===== src/rtl/data_axi_bridge.sv =====
// data_axi_bridge
//   Single-beat AXI4 master for the CPU data port. Takes SRAM-style requests
//   (ren_i pulse / wen_i held level) and runs one AR+R or AW+W+B transaction
//   at a time. A one-entry pending slot holds a request that arrives while an
//   abandoned (flushed) transaction is still draining.
//
// Ports
//   clock_i, reset_i        clock, synchronous active-low reset
//   flush_i                 suppress the ok pulse of the transaction in flight
//   ren_i, wen_i, addr_i,
//   wdata_i                 CPU request
//   read_ok_o, write_ok_o,
//   rdata_o                 CPU response (registered one-cycle pulses)
//   ar*/r*/aw*/w*/b*        AXI4 master channels (bresp not consumed)
module data_axi_bridge #(
  parameter logic [3:0] AXI_ID   = 4'd1,
  parameter logic [2:0] AXI_SIZE = 3'b010
) (
  input  logic        clock_i,
  input  logic        reset_i,
  input  logic        flush_i,
  input  logic        ren_i,
  input  logic [3:0]  wen_i,
  input  logic [31:0] addr_i,
  input  logic [31:0] wdata_i,
  output logic        read_ok_o,
  output logic        write_ok_o,
  output logic [31:0] rdata_o,
  output logic [3:0]  arid,
  output logic [31:0] araddr,
  output logic [7:0]  arlen,
  output logic [2:0]  arsize,
  output logic        arvalid,
  input  logic        arready,
  input  logic [31:0] rdata,
  input  logic [1:0]  rresp,
  input  logic        rlast,
  input  logic        rvalid,
  output logic        rready,
  output logic [3:0]  awid,
  output logic [31:0] awaddr,
  output logic [7:0]  awlen,
  output logic [2:0]  awsize,
  output logic        awvalid,
  input  logic        awready,
  output logic [3:0]  wid,
  output logic [31:0] wdata,
  output logic [3:0]  wstrb,
  output logic        wlast,
  output logic        wvalid,
  input  logic        wready,
  input  logic        bvalid,
  output logic        bready
);

  typedef enum logic [2:0] {S_IDLE, S_AR, S_R, S_WR, S_B, S_DONE} state_t;

  typedef struct packed {
    logic        wr;
    logic [31:0] addr;
    logic [31:0] wdata;
    logic [3:0]  wen;
  } req_t;

  state_t state, state_nx;
  req_t   act, pend, in_req, iss_req;
  logic   pend_v, drop, aw_done, w_done;
  logic   req_seen, capture, issue, take_pend;
  logic   aw_hs, w_hs;

  // Responses are single-beat and errors still complete the access.
  logic unused_resp;
  assign unused_resp = ^{rresp, rlast};

  assign req_seen = ren_i | (|wen_i);
  // Read wins when both are asserted.
  assign in_req   = '{wr: ~ren_i, addr: addr_i, wdata: wdata_i, wen: wen_i};
  // Only requests arriving behind a flushed transaction are real new work;
  // anything else seen while busy is the in-flight request itself.
  assign capture  = (state != S_IDLE) && req_seen && !pend_v && (drop || flush_i);

  assign aw_hs = awvalid & awready;
  assign w_hs  = wvalid & wready;

  always_ff @(posedge clock_i) begin
    if (!reset_i) state <= S_IDLE;
    else          state <= state_nx;
  end

  always_comb begin
    state_nx  = state;
    issue     = 1'b0;
    take_pend = 1'b0;
    iss_req   = in_req;
    case (state)
      S_IDLE: begin
        if (pend_v) begin
          issue = 1'b1; take_pend = 1'b1; iss_req = pend;
        end else if (req_seen) begin
          issue = 1'b1;
        end
      end
      S_AR:   if (arready) state_nx = S_R;
      S_R:    if (rvalid)  state_nx = S_DONE;
      S_WR:   if ((aw_done || aw_hs) && (w_done || w_hs)) state_nx = S_B;
      S_B:    if (bvalid)  state_nx = S_DONE;
      S_DONE: begin
        state_nx = S_IDLE;
        // Back-to-back issue from the slot, skipping the IDLE cycle.
        if (pend_v) begin
          issue = 1'b1; take_pend = 1'b1; iss_req = pend;
        end
      end
      default: state_nx = S_IDLE;
    endcase
    if (issue) state_nx = iss_req.wr ? S_WR : S_AR;
  end

  always_ff @(posedge clock_i) begin
    if (!reset_i) begin
      act        <= '0;
      pend       <= '0;
      pend_v     <= 1'b0;
      drop       <= 1'b0;
      aw_done    <= 1'b0;
      w_done     <= 1'b0;
      read_ok_o  <= 1'b0;
      write_ok_o <= 1'b0;
      rdata_o    <= '0;
    end else begin
      read_ok_o  <= 1'b0;
      write_ok_o <= 1'b0;

      if (issue) begin
        act     <= iss_req;
        aw_done <= 1'b0;
        w_done  <= 1'b0;
      end else if (state == S_WR) begin
        if (aw_hs) aw_done <= 1'b1;
        if (w_hs)  w_done  <= 1'b1;
      end

      if (take_pend) begin
        pend_v <= 1'b0;
      end else if (capture) begin
        pend   <= in_req;
        pend_v <= 1'b1;
      end

      if (state == S_DONE)                    drop <= 1'b0;
      else if (state != S_IDLE && flush_i)    drop <= 1'b1;

      // A flush on the completing cycle counts as well.
      if (state == S_R && rvalid) begin
        rdata_o   <= rdata;
        read_ok_o <= !(drop || flush_i);
      end
      if (state == S_B && bvalid) write_ok_o <= !(drop || flush_i);
    end
  end

  assign arid    = AXI_ID;
  assign araddr  = act.addr;
  assign arlen   = 8'd0;
  assign arsize  = AXI_SIZE;
  assign arvalid = (state == S_AR);
  assign rready  = (state == S_R);

  assign awid    = AXI_ID;
  assign awaddr  = act.addr;
  assign awlen   = 8'd0;
  assign awsize  = AXI_SIZE;
  assign awvalid = (state == S_WR) && !aw_done;

  assign wid     = AXI_ID;
  assign wdata   = act.wdata;
  assign wstrb   = act.wen;
  assign wlast   = 1'b1;
  assign wvalid  = (state == S_WR) && !w_done;

  assign bready  = (state == S_B);

endmodule


===== config.mk =====
export PLATFORM = sky130hd
export DESIGN_NAME = data_axi_bridge
export DESIGN_NICKNAME = d
export VERILOG_FILES = /design/src/rtl/data_axi_bridge.sv
export SDC_FILE = /design/constraint.sdc
export NUM_CORES = 1
export LEC_CHECK = 0
export ABC_CLOCK_PERIOD_IN_PS = 1900
export CORE_MARGIN = 3
export CORE_UTILIZATION = 45
export DETAILED_ROUTE_END_ITERATION = 10
export MAX_ROUTING_LAYER = met4
export PLACE_DENSITY = 0.81
export SLEW_MARGIN = 20
export SYNTH_ARGS = -nofsm -noshare
export SYNTH_HDL_FRONTEND = slang
export SYNTH_SLANG_ARGS = --single-unit

===== constraint.sdc =====
create_clock -name clock_i -period 1.9 [get_ports clock_i]
set_input_delay 0.38 -clock clock_i [delete_from_list [all_inputs] [get_ports clock_i]]
set_output_delay 0.38 -clock clock_i [all_outputs]
set_load 0.02 [all_outputs]

==> impl_metrics.env <==
export IMPL_netlist_instances=815
export IMPL_hp_start="rdata_o[6]"
export IMPL_num_rows=47
export IMPL_hold_class="reg2reg"
export IMPL_antenna_found_initial=1
export IMPL_dp_cells=1214
export IMPL_holdBufCountCts=0
export IMPL_chipHeight_um=137
export IMPL_powerDensity_nw_per_um2=1480
export IMPL_period_share_pct=96.7
export IMPL_regArea_sq_um=3570
export IMPL_port_buffers=247
export IMPL_area_delta_synth_final_pct=39.9
export IMPL_layout_drive_gt1_share_pct=10.9
export IMPL_crit_type="in2reg"
export IMPL_synth_area_sq_um=7710
export IMPL_setup_worst_path_end_class="register"
export IMPL_layout_cells_non_filler=1250
export IMPL_worst_pin_slew_ns=0.505
export IMPL_wirelength_um=21200
export IMPL_root_buffer="clkbuf_16"
export IMPL_relSlewSlack_pct=66.4
export IMPL_initial_utilization_pct=46.2
export IMPL_rsz0062_at_grt="yes"
export IMPL_syn_avg_cell_area_sq_um=9.47
export IMPL_vias=6602
export IMPL_clock_latency_ns=0.43
export IMPL_gp_congestion=0.836
export IMPL_detail_route_antenna_nets=0
export IMPL_grt_ovfl_total=0
export IMPL_holdPathEnd="rdata_o[6]"
export IMPL_firstDrtPassIters=5
export IMPL_r2r_slack_ns=0.11
export IMPL_ioPinCount=286
export IMPL_numClockSinks=178
export IMPL_required_ns=2.26
export IMPL_outcome="finished, final reports clean"
export IMPL_drt_iter0_markers=384
export IMPL_period_minus_slack_ns=1.84
export IMPL_multi_input_area_sq_um=3350
export IMPL_arrival_ns=2.19
export IMPL_hold_depth=2
export IMPL_p_leak_nw=4.28
export IMPL_nNetsFinal=1128
export IMPL_cts_htree_levels=4
export IMPL_drv_slew=0
export IMPL_timing_fmax_mhz=544
export IMPL_max_cap_violations=0
export IMPL_slowest_stage="or4_4"
export IMPL_post_drt_wl_per_cell_um=17.0
export IMPL_track_usage_pct=22.6
export IMPL_finalInstanceArea_sq_um=10800
export IMPL_worstRegToRegCells=5
export IMPL_grt_first_pass_wirelength_um=32700
export IMPL_drcViolationCount=0
export IMPL_cp_slowest_stage_delay_ns=0.58
export IMPL_r2r_end="w_done"
export IMPL_place_hpwl_um=14200
export IMPL_fin_skew_ns=0.0126
export IMPL_cp_start_kind="input port"
export IMPL_n_fill_cell=1338
export IMPL_grt_pass1_vias=6303
export IMPL_clk_pin_slew_ns=0.07
export IMPL_die_w_um=137
export IMPL_synth_distinct_cells=46
export IMPL_cts_tree="yes"
export IMPL_cts_max_path_buffers=2
export IMPL_hold_viol=0
export IMPL_synth_seq_cells=178
export IMPL_die_area_sq_um=18800
export IMPL_grt_max_degree=104
export IMPL_critPathMaxFanout=16
export IMPL_peakVddDrop_v=0.000790
export IMPL_fin_hold_ws_ns=0.454
export IMPL_viasPerCell=5.28
export IMPL_path_cells="clkdlybuf4s50_1, or4_4, nor2_8, o211a_4, clkbuf_16, o2bb2ai_1"
export IMPL_regToRegStartpoint="state[2]"
export IMPL_cts_buffers=17
export IMPL_core_area_sq_um=16700
export IMPL_setup_viol=0
export IMPL_yosysSeqAreaShare_pct=46.2
export IMPL_place_area_sq_um=10200
export IMPL_ys_warn_count=0
## area by class of cell
type	instances	share of cell area, %
sequential	178	33.1
multi-input combinational	528	31.0
timing repair buffer	289	28.0
clock buffer	17	3.94
tap	220	2.55
clock inverter	15	1.40
inverter	2	0.0811
antenna	1	0.0232
## cells in the final DEF, fill, tap and decap left out, types with 3 or more instances in the layout
cell type        synthesis  final
buf_4                   70     21
conb_1                   2     35
o21ai_0                 61     61
inv_6                    0      4
dfxtp_1                178    176
mux2i_1                 67     67
a21oi_1                106    106
buf_12                   1     18
clkinv_4                 0      3
clkdlybuf4s50_1          0    242
nand3_1                 66     66
clkinvlp_4               0      5
o2bb2ai_2               20     20
nand2_1                 72     72
o21ai_1                 11     11
o2bb2ai_1               47     47
a211oi_1                 3      3
nor2_1                   5      5
clkbuf_16                0     18
## metal layers
metal  wire length (um)  up-vias  global-route usage, %
met5                  0        -                      -
met2              10500      259                   36.3
met3               1400       34                   5.11
li1                   -     3212                      -
met1               8840     3097                   27.8
met4                501        0                   8.59
## state kept, by name, summed over array words and instances, names as in the netlist, 3 cells and up
register  cells
wdata        32
pend         69
state         3
rdata_o      32
araddr       32
wstrb         4
## Yosys cell counts, drive strengths merged
cell type	instances	area, sq um
o21a	2	15.0
and2	1	6.26
nand2	72	270
buf	105	801
or2	1	6.26
o31a	1	8.76
a21oi	106	531
mux2i	67	671
o31ai	1	7.51
nand3b	1	7.51
nor2b	3	18.8
conb	2	7.51
and2b	2	15.0
or3	2	12.5
o211a	2	27.5
o2bb2ai	67	712
inv	2	7.51
nor4	1	6.26
nand3	66	330
dfxtp	178	3560
nor3b	2	15.0
xnor2	1	8.76
a211o	1	10.0
and3	1	6.26
o21ai	72	360
o22ai	2	12.5
nand2b	2	12.5
and4	1	8.76
a211oi	3	22.5
clkbuf	35	139
nor3	4	30.0
or4	1	11.3
a31oi	1	6.26
o221ai	1	8.76
nor2	6	38.8
## kinds of logic after synthesis
family                 synth area share, %
XOR/XNOR                             0.114
AND/OR/NAND/NOR                       10.3
multiplexers                          8.69
flip-flops                            46.2
other                               0.0973
AO/OA/AOI/OAI                         22.3
buffers and inverters                 12.3
## critical path: cells and delay by family
kind / cells / cell delay [ns]
buffers and inverters: 2 / 0.67
AOI/OAI and AO/OA: 2 / 0.38
and+or+nand+nor: 2 / 0.74
## repair_timing
action,CTS,global route
buffers inserted,0,2
pin swaps,0,2
setup endpoints to repair,7,121
resized for setup,18,11
cloned,0,1
## where the power goes
group          switching (mW)  internal [mW]  total (mW)
sequential              0.669           4.76        5.43
clock                    1.57           1.84        3.42
combinational            3.76           3.34        7.10
total                    6.00           9.95        16.0
## metrics by stage
stage	power [mW]	setup slack [ns]	TNS (ns)	utilization [%]
detailed placement	12.5	-0.420	-51.51	60.9
finish	16.0	0.0620	0	64.6
CTS	16.0	0.000514	0	64.4
global placement	12.4	-0.398	-48.54	60.9
global route	16.8	-0.00938	-0.00938	64.6
floorplan	9.80	0.113	0	-
## worst max path at each step
stage                     cells after the start  slack [ns]  startpoint     endpoint
after detailed placement                      6       -0.42    wen_i[0]     pend[23]
final                                         6        0.06    wen_i[1]   araddr[16]
after CTS                                     2      0.0005    state[2]       bready
after global routing                          2      -0.009    state[1]       rready
after global placement                        6       -0.40    wen_i[0]     pend[10]
after floorplan                               6        0.11    state[1]  rdata_o[10]
No activity file was read; power rests on OpenSTA's default activity.
